`src/rtl/uart_pkg.sv`:
```
// Shared types and helpers for the 16x-oversampled 8N1 UART receiver.
// Also holds the baud divisor calculation so the transmitter can share it.
package uart_pkg;

   localparam int unsigned OVERSAMPLE = 16;
   localparam int unsigned DATA_BITS  = 8;

   typedef enum logic [2:0] {
      IDLE  = 3'd0,
      START = 3'd1,
      DATA  = 3'd2,
      STOP  = 3'd3,
      BREAK = 3'd4
   } rx_state_t;

   function automatic int unsigned calc_div(input int unsigned clk_freq,
                                            input int unsigned baud_rate);
      return clk_freq / (baud_rate * OVERSAMPLE);
   endfunction

   function automatic logic maj3(input logic [2:0] v);
      return (v[0] & v[1]) | (v[0] & v[2]) | (v[1] & v[2]);
   endfunction

endpackage

```
`src/rtl/uart_tick_gen.sv`:
```
// Free-running divide-by-DIV counter producing a one-clk oversample tick.
// 'clear' restarts the count so ticks can be phase-aligned to an event.
module uart_tick_gen #(
   parameter int unsigned DIV = 10
) (
   input  logic clk,
   input  logic rst,
   input  logic clear,
   output logic tick
);

   localparam int unsigned CW = (DIV > 1) ? $clog2(DIV) : 1;
   localparam logic [CW-1:0] LAST = CW'(DIV - 1);
   localparam logic [CW-1:0] ONE  = CW'(1);

   if (DIV < 2) begin : g_bad_div
      $error("uart_tick_gen: DIV must be at least 2");
   end

   logic [CW-1:0] cnt_q;
   logic [CW-1:0] cnt_d;

   // next count: restart on clear, wrap at DIV-1
   always_comb begin
      cnt_d = cnt_q;
      if (clear) begin
         cnt_d = '0;
      end else if (cnt_q == LAST) begin
         cnt_d = '0;
      end else begin
         cnt_d = cnt_q + ONE;
      end
   end

   // counter register
   always_ff @(posedge clk) begin
      if (rst) begin
         cnt_q <= '0;
      end else begin
         cnt_q <= cnt_d;
      end
   end

   assign tick = (cnt_q == LAST);

endmodule

```
`src/rtl/uart_rx.sv`:
```
// 8N1 UART receiver: synchronises rx, oversamples 16x with a mid-bit 3-sample
// majority vote and hands bytes out through a one-entry valid/ready register.
module uart_rx
   import uart_pkg::*;
#(
   parameter int unsigned CLK_FREQ    = 50_000_000,
   parameter int unsigned BAUD_RATE   = 115_200,
   parameter int unsigned OVERSAMPLE  = 16,
   parameter int unsigned SYNC_STAGES = 2
) (
   input  logic                 clk,
   input  logic                 rst,
   input  logic                 rx,
   output logic [DATA_BITS-1:0] data,
   output logic                 valid,
   input  logic                 ready,
   output logic                 frame_error,
   output logic                 overrun,
   output logic                 busy
);

   localparam int unsigned DIV = calc_div(CLK_FREQ, BAUD_RATE);
   localparam logic [2:0] LAST_IDX = 3'(DATA_BITS - 1);

   if (OVERSAMPLE != uart_pkg::OVERSAMPLE) begin : g_bad_os
      $error("uart_rx: OVERSAMPLE must be 16");
   end
   if (SYNC_STAGES < 2) begin : g_bad_sync
      $error("uart_rx: SYNC_STAGES must be at least 2");
   end
   if (DIV < 2) begin : g_bad_div
      $error("uart_rx: CLK_FREQ/(BAUD_RATE*16) must be at least 2");
   end

   logic [SYNC_STAGES-1:0] sync_q, sync_d;
   logic                   prev_q, prev_d;
   rx_state_t              state_q, state_d;
   logic [3:0]             smp_q, smp_d;
   logic [1:0]             vote_q, vote_d;
   logic [2:0]             idx_q, idx_d;
   logic [DATA_BITS-1:0]   shreg_q, shreg_d;
   logic [DATA_BITS-1:0]   data_q, data_d;
   logic                   valid_q, valid_d;
   logic                   ferr_q, ferr_d;
   logic                   ovr_q, ovr_d;
   logic                   busy_q, busy_d;

   logic rxs_s;
   logic start_s;
   logic tick_s;
   logic vote_tick_s;
   logic bound_tick_s;
   logic bit_s;

   assign rxs_s        = sync_q[SYNC_STAGES-1];
   assign start_s      = (state_q == IDLE) && prev_q && !rxs_s;
   assign vote_tick_s  = tick_s && (smp_q == 4'd9);
   assign bound_tick_s = tick_s && (smp_q == 4'd15);
   // samples 7 and 8 are held in vote_q; sample 9 joins directly from rxs
   assign bit_s        = maj3({vote_q, rxs_s});

   uart_tick_gen #(.DIV(DIV)) u_tick (
      .clk   (clk),
      .rst   (rst),
      .clear (start_s),
      .tick  (tick_s)
   );

   // synchroniser shift and edge-detect history
   always_comb begin
      sync_d = {sync_q[SYNC_STAGES-2:0], rx};
      prev_d = rxs_s;
   end

   // frame FSM, sample bookkeeping and output staging
   always_comb begin
      state_d = state_q;
      smp_d   = smp_q;
      vote_d  = vote_q;
      idx_d   = idx_q;
      shreg_d = shreg_q;
      data_d  = data_q;
      valid_d = valid_q && !ready;
      ferr_d  = 1'b0;
      ovr_d   = 1'b0;

      if ((state_q != IDLE) && tick_s) begin
         smp_d = smp_q + 4'd1;
         if (smp_q inside {[4'd7:4'd9]}) begin
            vote_d = {vote_q[0], rxs_s};
         end else begin
            vote_d = vote_q;
         end
      end else begin
         smp_d = smp_q;
      end

      case (state_q)
         IDLE: begin
            if (start_s) begin
               state_d = START;
               smp_d   = 4'd0;
               vote_d  = 2'b00;
               idx_d   = 3'd0;
            end else begin
               state_d = IDLE;
            end
         end
         START: begin
            if (vote_tick_s && bit_s) begin
               state_d = IDLE;
            end else if (bound_tick_s) begin
               state_d = DATA;
               idx_d   = 3'd0;
            end else begin
               state_d = START;
            end
         end
         DATA: begin
            if (vote_tick_s) begin
               shreg_d = {bit_s, shreg_q[DATA_BITS-1:1]};
            end else if (bound_tick_s) begin
               if (idx_q == LAST_IDX) begin
                  state_d = STOP;
               end else begin
                  idx_d = idx_q + 3'd1;
               end
            end else begin
               state_d = DATA;
            end
         end
         STOP: begin
            // leaving at mid-stop lets a start edge half a bit later be caught
            if (vote_tick_s) begin
               if (!bit_s) begin
                  ferr_d  = 1'b1;
                  state_d = BREAK;
               end else if (!valid_q || ready) begin
                  data_d  = shreg_q;
                  valid_d = 1'b1;
                  state_d = IDLE;
               end else begin
                  ovr_d   = 1'b1;
                  state_d = IDLE;
               end
            end else begin
               state_d = STOP;
            end
         end
         BREAK: begin
            if (rxs_s) begin
               state_d = IDLE;
            end else begin
               state_d = BREAK;
            end
         end
         default: begin
            state_d = IDLE;
         end
      endcase

      busy_d = (state_d != IDLE);
   end

   // all state and registered outputs
   always_ff @(posedge clk) begin
      if (rst) begin
         sync_q  <= '1;
         prev_q  <= 1'b1;
         state_q <= IDLE;
         smp_q   <= 4'd0;
         vote_q  <= 2'b00;
         idx_q   <= 3'd0;
         shreg_q <= '0;
         data_q  <= '0;
         valid_q <= 1'b0;
         ferr_q  <= 1'b0;
         ovr_q   <= 1'b0;
         busy_q  <= 1'b0;
      end else begin
         sync_q  <= sync_d;
         prev_q  <= prev_d;
         state_q <= state_d;
         smp_q   <= smp_d;
         vote_q  <= vote_d;
         idx_q   <= idx_d;
         shreg_q <= shreg_d;
         data_q  <= data_d;
         valid_q <= valid_d;
         ferr_q  <= ferr_d;
         ovr_q   <= ovr_d;
         busy_q  <= busy_d;
      end
   end

   assign data        = data_q;
   assign valid       = valid_q;
   assign frame_error = ferr_q;
   assign overrun     = ovr_q;
   assign busy        = busy_q;

endmodule

```
`config.mk`:
```
export PLATFORM = sky130hd
export DESIGN_NAME = uart_rx
export DESIGN_NICKNAME = d
export VERILOG_FILES = /design/src/rtl/uart_pkg.sv /design/src/rtl/uart_tick_gen.sv /design/src/rtl/uart_rx.sv
export SDC_FILE = /design/constraint.sdc
export NUM_CORES = 1
export LEC_CHECK = 0
export ABC_AREA = 1
export CAP_MARGIN = 20
export CORE_ASPECT_RATIO = 1.75
export CORE_MARGIN = 2
export CORE_UTILIZATION = 47
export DETAILED_ROUTE_END_ITERATION = 16
export PLACE_DENSITY = 0.69
export SLEW_MARGIN = 20
export SYNTH_ARGS = -nofsm -noshare
export SYNTH_HDL_FRONTEND = slang
export SYNTH_SLANG_ARGS = --single-unit
```
`constraint.sdc`:
```
create_clock -name clk -period 1.9 [get_ports clk]
set_input_delay 0.285 -clock clk [delete_from_list [all_inputs] [get_ports clk]]
set_output_delay 0.285 -clock clk [all_outputs]
set_load 0.005 [all_outputs]
```
==> flow_summary.json <==
{
  "peakVddDrop_v": 0.000739,
  "p_leak_nw": 0.942,
  "io_buffers": 15,
  "rsz0062_at_grt": "no",
  "clock-sinks": 40,
  "syn2layout_area_growth_pct": 17.1,
  "period_needed_ps": 1580,
  "max_slew_margin_pct": 65.9,
  "dp_cells": 304,
  "critPathLaunchType": "register",
  "synth_cell_types": 27,
  "ys_ff_latch": 40,
  "cp.required_ps": 2070,
  "die_h_microns": 87.3,
  "place.gp.congestion": 0.760,
  "dp_hpwl_mm": 2.82,
  "fmax_mhz": 632,
  "dr.first_iter.drc_count": 34,
  "end_kind": "register",
  "routed_wl_mm": 3.58,
  "grt_pass1_vias": 1460,
  "syn_inst": 242,
  "numCtsBuffers": 5,
  "combPwrFrac_pct": 4.8,
  "final.setup.worst_slack_ps": 318,
  "p_clk_share_pct": 41.7,
  "setup_viol": 0,
  "clock-root-buffer": "clkbuf_8",
  "postRouteAntennaNets": 0,
  "ios": 16,
  "post-cts-setup-buffers": 0,
  "globalRoute.totalOverflow": 0,
  "vias_per_cell": 4.88,
  "drive_gt1_share_pct": 15.9,
  "grtUsageTotal_pct": 18.3,
  "cts_resized": 0,
  "clk_path_buf_depth": 2,
  "cts_hold_buf": 0,
  "internal-power_mw": 1.27,
  "htree_levels": 2,
  "slew_violations": 0,
  "r2r_slack_ps": 320,
  "fin_skew_ps": 4.32,
  "outcome": "completed",
  "syn_nets": 253,
  "swShare_pct": 21.2,
  "worst-path-max-fanout": 4,
  "antenna_found_initial": 0,
  "yosysWarnings": 0,
  "die_area_sq_mm": 0.00450,
  "syn_area_per_cell_sq_um": 7.70,
  "finalCritPeriodShare_pct": 83.2,
  "tightest_slew_ps": 509,
  "seq_power_share_pct": 53.5,
  "power_mw": 1.62,
  "grt_max_degree": 19,
  "core_area_sq_mm": 0.00383,
  "power.switching_mw": 0.342,
  "cts.clk_slew.worst_paths_ps": 70,
  "cts_tree": "built",
  "maxCapViolations": 0,
  "final_cell_count_no_fill": 312,
  "setup_tns_ps": 0,
  "grt_pass1_wl_mm": 6.24,
  "antenna_cells": 0,
  "start_util_pct": 48.7,
  "rows": 30,
  "nNetsFinal": 274,
  "die_x_microns": 51.6,
  "clkLatencyLatePin_ps": 290,
  "ys_seq_area_share_pct": 43.0,
  "seqCellArea_sq_um": 801,
  "multiInputGateArea_sq_um": 953,
  "fillers": 376,
  "via_count": 1521,
  "crit_type": "register to register",
  "p_per_area_mw_per_mm2": 741,
  "cp.arrival_ps": 1750,
  "timing_hold_violations_final": 0,
  "hold_class": "register to register",
  "syn_area_sq_mm": 0.00186,
  "drt-wirelength-per-cell_microns": 11.5,
  "drc": 0,
  "pre_cts_ws_ps": 292,
  "first_pass_iters": 4
}
metal layers:
layer | global-route usage (%) | share of wire (%) | vias to the layer above
li1 | - | - | 809
met1 | 17.0 | 37 | 683
met2 | 36.0 | 58 | 23
met3 | 3.95 | 2.7 | 6
met4 | 8.37 | 2.2 | 0
met5 | 0 | 0 | -
synth_stat cells:
master / count / area [sq um]
nand2_1: 60 / 225
dfxtp_1: 40 / 801
nor2_1: 27 / 101
inv_1: 20 / 75.1
a21oi_1: 18 / 90.1
nand3_1: 17 / 85.1
ha_1: 7 / 87.6
inv_2: 7 / 26.3
nand2_2: 5 / 31.3
nor2_4: 5 / 56.3
nor2_2: 4 / 25.0
o21ai_0: 4 / 20.0
o21ai_1: 4 / 20.0
or2_2: 4 / 25.0
nand2_4: 3 / 33.8
nand4_1: 3 / 18.8
nand3_2: 2 / 20.0
nor2_8: 2 / 40.0
xor2_1: 2 / 17.5
a211oi_2: 1 / 12.5
and2_1: 1 / 6.26
buf_1: 1 / 3.75
clkbuf_1: 1 / 3.75
nand3_4: 1 / 17.5
nor3_1: 1 / 5.00
o211ai_1: 1 / 7.51
o21bai_1: 1 / 7.51
power by group through the flow:
stage	registers (mW)	logic [mW]	clock network, mW
2_1_floorplan	0.881	0.0558	0
3_3_place_gp	0.883	0.0776	0
3_5_place_dp	0.884	0.0778	0
4_1_cts	0.864	0.0786	0.691
5_1_grt	0.866	0.0902	0.719
6_report	0.864	0.0776	0.674
layout make-up:
| type | instances | share of cell area, % |
|---|---|---|
| clock buffer | 6 | 3.33 |
| clock inverter | 2 | 1.61 |
| inverter | 27 | 4.65 |
| multi-input combinational | 173 | 43.7 |
| sequential | 40 | 36.7 |
| tap | 48 | 2.75 |
| timing repair buffer | 16 | 7.23 |
sequential cells by signal, summed over array words and instances, names as in the netlist:
| name | count |
|---|---|
| busy | 1 |
| data | 8 |
| frame_error | 1 |
| idx_q | 3 |
| overrun | 1 |
| prev_q | 1 |
| shreg_q | 8 |
| smp_q | 4 |
| state_q | 3 |
| sync_q | 2 |
| u_tick.cnt_q | 5 |
| valid | 1 |
| vote_q | 2 |
critical path: stages (launching register included):
cell     delay (ps)
dfxtp_1         360
inv_1            90
ha_1            190
nand3_1         160
inv_2            90
nand2_4         110
nor2_2           50
nand2_1          80
o21ai_1          80
o21ai_0         160
nand2_1          90
cell families (layout without fill, tap and decap cells):
group,after synthesis,count (layout),synth area share [%]
buffers and inverters,29,51,5.84
XOR/XNOR,2,2,0.940
flip-flops,40,40,43.0
AO/OA/AOI/OAI,29,29,8.46
AND/OR/NAND/NOR,135,135,37.1
adder cells (fa/ha/maj),7,7,4.70
metrics by stage:
step,instance area (sq um),hold slack (ps),utilization (%)
floorplan,1860,389,-
global placement,2070,402,54.2
detailed placement,2070,407,54.2
CTS,2180,426,57.0
global route,2180,440,57.0
finish,2180,420,57.0
worst paths after layout:
check / from / endpoint / depth (start not counted)
max reg2reg: smp_q[1]$_SDFF_PP0_ / busy$_SDFF_PP0_ / 10
min reg2reg: sync_q[0]$_SDFF_PP1_ / sync_q[1]$_SDFF_PP1_ / 1
max: smp_q[1]$_SDFF_PP0_ / busy$_SDFF_PP0_ / 10
min: sync_q[0]$_SDFF_PP1_ / sync_q[1]$_SDFF_PP1_ / 1
layout by cell type (no fill, tap or decap), types with 7 or more instances in the layout:
master,instances
a21oi_1,18
clkdlybuf4s50_1,15
dfxtp_1,40
ha_1,7
inv_1,20
inv_2,7
nand2_1,60
nand3_1,17
nor2_1,27
Power figures use the tool's default switching activity.
